File: src/rtl/serial_subtractor.sv
// Bit-serial two's-complement subtractor: a - b computed LSB-first, one bit per clock.
// Optional signed-overflow output enabled by defining SERIAL_SUB_OVF_EN.
module serial_subtractor #(
  parameter int WIDTH = 8
) (
  input  logic             clk,
  input  logic             rst,
  input  logic             start,
  input  logic [WIDTH-1:0] a,
  input  logic [WIDTH-1:0] b,
  output logic             busy,
  output logic             done,
  output logic [WIDTH-1:0] diff,
  output logic             borrow
`ifdef SERIAL_SUB_OVF_EN
  ,
  output logic             ovf
`endif
);

  localparam int CW = (WIDTH > 1) ? $clog2(WIDTH) : 1;
  localparam logic [CW-1:0] LAST_BIT = CW'(WIDTH - 1);

  typedef enum logic [1:0] {
    IDLE = 2'd0,
    RUN  = 2'd1,
    DONE = 2'd2
  } state_e;

  state_e           state_q;
  logic [WIDTH-1:0] a_q;
  logic [WIDTH-1:0] b_q;
  logic [WIDTH-1:0] diff_q;
  logic [CW-1:0]    cnt_q;
  logic             carry_q;
  logic             borrow_q;
`ifdef SERIAL_SUB_OVF_EN
  logic             ovf_q;
`endif

  // One full-adder cell fed a, ~b and the running carry.
  logic nb0;
  logic sum_d;
  logic carry_d;

  assign nb0     = ~b_q[0];
  assign sum_d   = a_q[0] ^ nb0 ^ carry_q;
  assign carry_d = (a_q[0] & nb0) | (a_q[0] & carry_q) | (nb0 & carry_q);

  // NOTE: all state uses non-blocking assignments so every register sees the
  // pre-edge values of the others, regardless of statement order.
  always_ff @(posedge clk or posedge rst) begin
    if (rst) begin
      state_q  <= IDLE;
      a_q      <= '0;
      b_q      <= '0;
      diff_q   <= '0;
      cnt_q    <= '0;
      carry_q  <= 1'b0;
      borrow_q <= 1'b0;
`ifdef SERIAL_SUB_OVF_EN
      ovf_q    <= 1'b0;
`endif
    end else begin
      case (state_q)
        IDLE, DONE: begin
          if (start) begin
            a_q     <= a;
            b_q     <= b;
            carry_q <= 1'b1;  // a + ~b + 1
            cnt_q   <= '0;
            state_q <= RUN;
          end else begin
            state_q <= IDLE;
          end
        end
        RUN: begin
          diff_q  <= {sum_d, diff_q[WIDTH-1:1]};
          a_q     <= a_q >> 1;
          b_q     <= b_q >> 1;
          carry_q <= carry_d;
          cnt_q   <= cnt_q + CW'(1);
          if (cnt_q == LAST_BIT) begin
            state_q  <= DONE;
            borrow_q <= ~carry_d;
`ifdef SERIAL_SUB_OVF_EN
            // carry_q here is the carry into the MSB cell
            ovf_q    <= carry_q ^ carry_d;
`endif
          end
        end
        default: state_q <= IDLE;
      endcase
    end
  end

  assign busy   = (state_q == RUN);
  assign done   = (state_q == DONE);
  assign diff   = diff_q;
  assign borrow = borrow_q;
`ifdef SERIAL_SUB_OVF_EN
  assign ovf    = ovf_q;
`endif

endmodule

File: config.mk
export PLATFORM = sky130hd
export DESIGN_NAME = serial_subtractor
export DESIGN_NICKNAME = d
export VERILOG_FILES = /design/src/rtl/serial_subtractor.sv
export SDC_FILE = /design/constraint.sdc
export NUM_CORES = 1
export LEC_CHECK = 0
export ABC_AREA = 0
export CAP_MARGIN = 10
export CORE_ASPECT_RATIO = 1.75
export CORE_UTILIZATION = 44
export CTS_BUF_LIST = sky130_fd_sc_hd__clkbuf_2 sky130_fd_sc_hd__clkbuf_4 sky130_fd_sc_hd__clkbuf_8
export DETAILED_ROUTE_END_ITERATION = 10
export GPL_ROUTABILITY_DRIVEN = 0
export PLACE_DENSITY_LB_ADDON = 0.12
export SKIP_LAST_GASP = 1
export SLEW_MARGIN = 30
export SYNTH_ARGS = -nofsm -noshare
export SYNTH_HDL_FRONTEND = slang
export SYNTH_SLANG_ARGS = --single-unit
File: constraint.sdc
create_clock -name clk -period 2.2 [get_ports clk]
set_input_delay 0.33 -clock clk [delete_from_list [all_inputs] [get_ports clk]]
set_output_delay 0.33 -clock clk [all_outputs]
set_load 0.01 [all_outputs]
Word-level counts from Yosys, hierarchy flattened
Cells that the tools add are included.
Widths: inputs -> output; s select.
{"block": "word_totals", "ff_bits": 31, "word_cells": 38}
{"block": "classes", "eq_ne": 5, "reduce_logical": 5, "muxes": 11, "n_addsub": 1, "n_bitwise": 9}
{"operator": "$pmux 8 s2", "count": 2}
{"operator": "$mux 8", "count": 2}
{"operator": "$pmux 3 s2", "count": 1}
{"operator": "$pmux 2 s2", "count": 1}
{"operator": "$reduce_and 2->1", "count": 2}
{"operator": "$add 3x1->3 const B", "count": 1}
{"operator": "$and 1x1->1", "count": 3}
{"operator": "$eq 3x3->1 const B", "count": 1}
{"operator": "$mux 3", "count": 1}
{"operator": "$eq 2x1->1 const B", "count": 1}
{"operator": "$eq 2x2->1 const B", "count": 1}
{"operator": "$logic_not 2->1", "count": 1}
{"operator": "$mux 1", "count": 2}
{"operator": "$mux 2", "count": 1}
{"operator": "$ne 2x1->1 const B", "count": 1}
{"operator": "$ne 2x2->1 const B", "count": 1}
{"operator": "$not 1->1", "count": 2}
{"operator": "$or 1x1->1", "count": 2}
{"operator": "$pmux 1 s2", "count": 1}
{"operator": "$reduce_bool 2->1", "count": 1}
{"operator": "$reduce_or 2->1", "count": 1}
{"operator": "$xor 1x1->1", "count": 2}

Depth between registers and ports, before layout
Gate-level depths: netlist (run 1).
{"block": "logic_depth", "ltp_word": 5, "mapped_depth": 6, "ltp_nobuf": 4}

Worst setup path before layout (run 1)
No wires, ideal clock.
{"block": "synth_path", "path_kind": "reg-to-reg", "from": "reg cnt_q[0]", "to": "reg cnt_q[1]", "n_path_buf": 0, "synth_period_minus_slack_ps": 1240, "t_required_ps": 2079, "arrival_ps": 1119, "stages_incl_launch_ff": 4, "slack_ps": 960, "cell_sequence": "dfrtp_1 ha_1 mux2_4 a22o_1"}
{"block": "synth_between", "elab_chain_len": 2}
{"element": "start: declaration", "line_no": "34", "source": "logic [CW-1:0] cnt_q;"}
{"element": "start signal: assignment", "line_no": "82", "source": "cnt_q <= cnt_q + CW'(1);"}
{"element": "$add 3x1->3", "line_no": "82"}
{"element": "$pmux 3 s2", "line_no": "65", "source": "case (state_q)"}
Every way passes these cells.
A chain may end at the register's enable or synchronous reset.

Final worst setup path (run 1)
{"block": "layout_path", "from": "reg state_q[1]", "to": "out busy"}
{"block": "layout_between", "elab_chain_len": 1}
{"element": "start: declaration", "line_no": "30", "source": "state_e state_q;"}
{"element": "start signal: assignment", "line_no": "54", "source": "state_q <= IDLE;"}
{"element": "start signal: assignment", "line_no": "72", "source": "state_q <= RUN;"}
{"element": "start signal: assignment", "line_no": "74", "source": "state_q <= IDLE;"}
{"element": "$eq 2x1->1", "line_no": "97", "source": "assign busy = (state_q == RUN);"}
{"element": "end: declaration", "line_no": "11", "source": "output logic busy,"}
Every way passes these cells.

==> impl_metrics.toml, run 1 <==
[outcome]
status = "complete, no violations"

[worst_setup_path]
r2r-end = "a_q[7]"
worstSetupPathType = "flop to output pin"
critPathMaxFanout = 18
crit_arrival_ps = 1610
cp-end-kind = "output pin"
critPathLaunchType = "flop"
crit-reg2reg-launch = "state_q[0]"
rrSetupSlack_ps = 820
rr_worst_depth = 4
crit_required_ps = 1870

[logic_synthesis]
synth_simple_gate_area_share_pct = 16.88
syn_inst = 140
async_flop_share_pct = 100.0
netlist_area_um2 = 1468
synth_cell_types = 26
yosysSeqAreaShare_pct = 52.86
yosys.area_share.adder_pct = 3.069
syn_avg_cell_area_um2 = 10.48
ys_seq_elements = 31
synth_edf_count = 0
synthMuxAreaShare_pct = 6.479
synth-xor-area-share_pct = 0
synth_top_family_by_area = "simple AND/OR/NAND/NOR gates"
synth.most_common_cell = "dfrtp_1"
synthTopCellsByCount = "31 x dfrtp_1, 24 x nand2_1, 12 x a21oi_1"
synth_top_area_share_pct = 52.86
ys_warn_count = 0
yosys-top-cells-area = "dfrtp_1 53%, nand2_1 6.1%, mux2i_1 5.5%"
dominantRegCellSynth = "dfrtp_1"
yosysTopAreaCell = "dfrtp_1"
synth_compound_area_share_pct = 13.81
syn_nets = 162

[clock_network]
post-cts-setup-buffer-count = 0
cts.clk_slew.worst_paths_ps = 60
cts_buffers = 5
htreeDepth = 2
cts_tree = "built"
hold_buffers = 0
clock_sinks = 31
ctsResizeCount = 0
insertion_delay_ps = 280
cts_buffer_depth = 2
root_buffer = "clkbuf_8"

[power]
netSwitchingPower_uw = 933.9
vdd_drop_max_uv = 807.1
internal_power_uw = 1646
clkPwrFrac_pct = 17.2
p_leak_uw = 0.0008047
combinationalPowerShare_pct = 43.4
power_switching_share_pct = 36.20
p_per_area_nw_per_um2 = 1391
pwr-share-seq_pct = 39.4

[sta]
layout_min_cycle_time_ps = 1940
finalSetupTns_ps = 0
fin_crit_sh_pct = 88.17
fin_skew_ps = 6.270
relSlewSlack_pct = 74.02
fmax_mhz = 515.6
slew_viol_final = 0
setup_viol = 0
tightest_slew_ps = 389.7
rsz0062_at_grt = "no"
whs_ps = 432.0
hold_viol_final = 0

[routing]
drt_iter0_drc = 6
vias = 1090
via_per_inst = 5.070
drc = 0
routedWlPerCell_um = 13.34
antenna_left = 0
drtPass1Iterations = 4
wl_um = 2869

[global_routing]
track_usage_pct = 19.00
grt_max_degree = 32
gr-total-overflow = 0
antenna_found_initial = 0
grt_pass1_wl_um = 4767
grt_pass1_vias = 1090

[die]
dieArea_um2 = 3580
die_w_um = 45.66
die_y_um = 78.40
io_pins = 30
core_um2 = 3176
rows = 27
initial_core_util_pct = 46.22

[placed_design]
portBuffers = 29
hpwl_um = 2032

[final_layout]
nets = 193
drive_gt1_share_pct = 10.47
post-route-util_pct = 58.39
area_growth_pct = 26.34
n_antenna_cell = 0

[flow_run]
cap_violations = 0

[hold_path]
hp-class = "input pin to asynchronous set/reset pin"
==> layout by cell type, fill, tap and decap left out <==
master and instances:
nand2_1 24, o21ai_0 2, a22o_1 4, inv_4 1
nor3_1 4, ha_1 2, nor2b_1 9, clkinv_2 1
nor3_2 1, mux2_4 1, and2_4 1, nor2_4 1
nor2_1 7, nand3_1 1, and2b_1 1, a21oi_1 12
inv_1 3, buf_4 5, fa_1 1, a211oi_1 8
o22ai_1 6, clkbuf_8 5, mux2i_1 8, clkdlybuf4s50_1 29
nand2b_1 2, dfrtp_1 31, clkbuf_4 2
==> stage by stage <==
step	worst slack, ps	cell area [µm²]	total power (µW)	cells
6_report	260.3	1854	2580	215
5_1_grt	187.5	1854	2795	215
2_1_floorplan	960.2	1468	1809	140
4_1_cts	243.4	1854	2612	215
3_5_place_dp	563.8	1765	2153	207
3_3_place_gp	576.7	1765	2111	207
==> per-layer routing <==
metal | track usage [%] | up-vias | share of wire, %
met5 | 0 | - | 0
met4 | 12.73 | 0 | 2.5
met3 | 3.908 | 6 | 5.2
met2 | 30.29 | 22 | 51
met1 | 21.71 | 522 | 41
li1 | - | 540 | -
==> state kept, by name, indices dropped and copies added (netlist names) <==
register,cells
diff,8
b_q,8
cnt_q,3
a_q,8
carry_q,1
state_q,2
borrow,1
==> final cells by class <==
cell class                      instances  area, µm²
Fill cell                             300       1321
Sequential cell                        31      775.7
Multi-Input combinational cell         95      590.6
Timing Repair Buffer                   34      327.8
Clock buffer                            7      83.83
Tap cell                               43      53.80
Inverter                                4      17.52
Clock inverter                          1      5.005
==> worst max-delay path, stage by stage, from the launching register on <==
cell and delay, ps:
dfrtp_1 370, nand2b_1 190, inv_4 190, clkdlybuf4s50_1 580
==> power groups by stage <==
stage / registers, µW / clock network, µW / logic, µW
finish: 1020 / 442 / 1120
global route: 1060 / 478 / 1260
CTS: 1020 / 454 / 1140
detailed placement: 1020 / 0 / 1130
global placement: 1020 / 0 / 1100
floorplan: 1020 / 0 / 788
==> kinds of logic (layout without fill, tap and decap cells) <==
group           count (synthesis)  in the layout
flops                          31             31
simple gates                   51             51
mux                             9              9
fa+ha+maj                       3              3
buf+inv                        14             46
compound gates                 32             32
==> worst max path at each step <==
| stage | start | to | slack (ps) | depth (start not counted) |
|---|---|---|---|---|
| after floorplan | cnt_q[0] | cnt_q[1] | 960 | 3 |
| after global placement | state_q[1] | busy | 580 | 3 |
| after detailed placement | state_q[1] | busy | 560 | 3 |
| after CTS | state_q[1] | busy | 240 | 3 |
| after global routing | state_q[1] | busy | 190 | 3 |
| final | state_q[1] | busy | 260 | 3 |
Power figures use the tool's default switching activity.
==> inputs of run 2 (changes only) <==
--- a/config.mk
+++ b/config.mk
@@ -14,7 +14,7 @@
 export GPL_ROUTABILITY_DRIVEN = 0
 export PLACE_DENSITY_LB_ADDON = 0.12
 export SKIP_LAST_GASP = 1
-export SLEW_MARGIN = 30
+export SLEW_MARGIN = 20
 export SYNTH_ARGS = -nofsm -noshare
 export SYNTH_HDL_FRONTEND = slang
 export SYNTH_SLANG_ARGS = --single-unit
==> results of run 2 <==
The final DEF is identical to that of run 1; final timing and power are the same.
==> inputs of run 3 (changes only) <==
--- a/config.mk
+++ b/config.mk
@@ -8,6 +8,7 @@
 export ABC_AREA = 0
 export CAP_MARGIN = 10
 export CORE_ASPECT_RATIO = 1.75
+export CORE_MARGIN = 2
 export CORE_UTILIZATION = 44
 export CTS_BUF_LIST = sky130_fd_sc_hd__clkbuf_2 sky130_fd_sc_hd__clkbuf_4 sky130_fd_sc_hd__clkbuf_8
 export DETAILED_ROUTE_END_ITERATION = 10
==> impl_metrics.toml, run 3 (synthesis gave the netlist of run 1 again) <==
[final_layout]
n_antenna_cell = 0
postLayoutCellArea_um2 = 1869
drive_gt1_share_pct = 10.47
nets = 193
final_cell_mix = "31 x dfrtp_1, 29 x clkdlybuf4s50_1, 24 x nand2_1"
final_common_cell = "dfrtp_1"
area_growth_pct = 27.37
post-route-util_pct = 58.87

[sta]
fin_crit_sh_pct = 88.61
tightest_slew_ps = 392.6
layout_min_cycle_time_ps = 1949
fmax_mhz = 513.0
finalSetupTns_ps = 0
relSlewSlack_pct = 73.82
rsz0062_at_grt = "no"
whs_ps = 425.5
hold_viol_final = 0
slew_viol_final = 0
setup_viol = 0
fin_skew_ps = 3.127

[clock_network]
insertion_delay_ps = 280
ctsResizeCount = 0
htreeDepth = 2
cts.clk_slew.worst_paths_ps = 60
cts_buffer_depth = 2
hold_buffers = 0
clock_sinks = 31
post-cts-setup-buffer-count = 0
root_buffer = "clkbuf_8"
cts_tree = "built"
cts_buffers = 5

[routing]
drt_iter0_drc = 19
drtPass1Iterations = 4
drc = 0
antenna_left = 0
via_per_inst = 5.033
vias = 1082
wl_um = 3008
routedWlPerCell_um = 13.99

[placed_design]
postPlaceCellArea_um2 = 1765
portBuffers = 29
hpwl_um = 2103

[power]
vdd_drop_max_uv = 815.9
p_leak_uw = 0.0008105
netSwitchingPower_uw = 937.3
internal_power_uw = 1697
clkPwrFrac_pct = 18.9
p_per_area_nw_per_um2 = 1409
combinationalPowerShare_pct = 42.4
pwr-share-seq_pct = 38.7
power_switching_share_pct = 35.58

[worst_setup_path]
cp-end-kind = "output pin"
worstSetupPathType = "flop to output pin"
crit_arrival_ps = 1620
rr_worst_depth = 4
crit_required_ps = 1870
critPathMaxFanout = 18
critPathLaunchType = "flop"
rrSetupSlack_ps = 820

[die]
core_um2 = 3176
die_y_um = 80.40
initial_core_util_pct = 46.22
dieArea_um2 = 3832
die_w_um = 47.66
io_pins = 30
rows = 27

[global_routing]
gr-total-overflow = 0
track_usage_pct = 18.19
grt_max_degree = 32
antenna_found_initial = 0
grt_pass1_vias = 1161
grt_pass1_wl_um = 4878

[hold_path]
hp-class = "input pin to asynchronous set/reset pin"

[outcome]
status = "complete, no violations"

[flow_run]
cap_violations = 0
[run 3: path summary, 6_finish.rpt]
kind | from | endpoint
hold reg to reg | diff[0] | diff[0]
setup reg to reg | state_q[0] | b_q[7]
max in group asynchronous | rst | b_q[3]
hold / removal | rst | a_q[1]
min in group clk | diff[0] | diff[0]
setup / recovery | state_q[1] | busy
[run 3: area by class of cell]
type                    count  area [µm²]
clock buffers               8       103.9
repair buffers             34       327.8
inverters                   4       17.52
multi-input cells          95       590.6
well taps                  43       53.80
fillers                   308        1306
flip-flops and latches     31       775.7
[run 3: stage by stage]
| stage | total power, µW | setup slack (ps) | cells |
|---|---|---|---|
| floorplan | 1809 | 960.2 | 140 |
| global placement | 2112 | 490.0 | 207 |
| detailed placement | 2156 | 464.5 | 207 |
| CTS | 2673 | 232.6 | 215 |
| global route | 2840 | 159.6 | 215 |
| finish | 2634 | 250.7 | 215 |
[run 3: critical path, cell delays in order, from the launching register on]
cell,delay [ps]
dfrtp_1,370
nand2b_1,190
inv_4,200
clkdlybuf4s50_1,580
[run 3: power groups by stage]
stage | Clock (µW) | Sequential, µW | Combinational [µW]
after detailed placement | 0 | 1030 | 1130
after global routing | 534 | 1050 | 1250
after floorplan | 0 | 1020 | 788
after CTS | 516 | 1020 | 1130
after global placement | 0 | 1020 | 1090
final | 498 | 1020 | 1120
[run 3: metal layers]
layer	global-route usage, %	wire length, µm	vias up
met2	30.95	1586	23
li1	-	-	537
met3	3.596	141	5
met4	9.730	61	0
met5	0	0	-
met1	19.94	1218	517
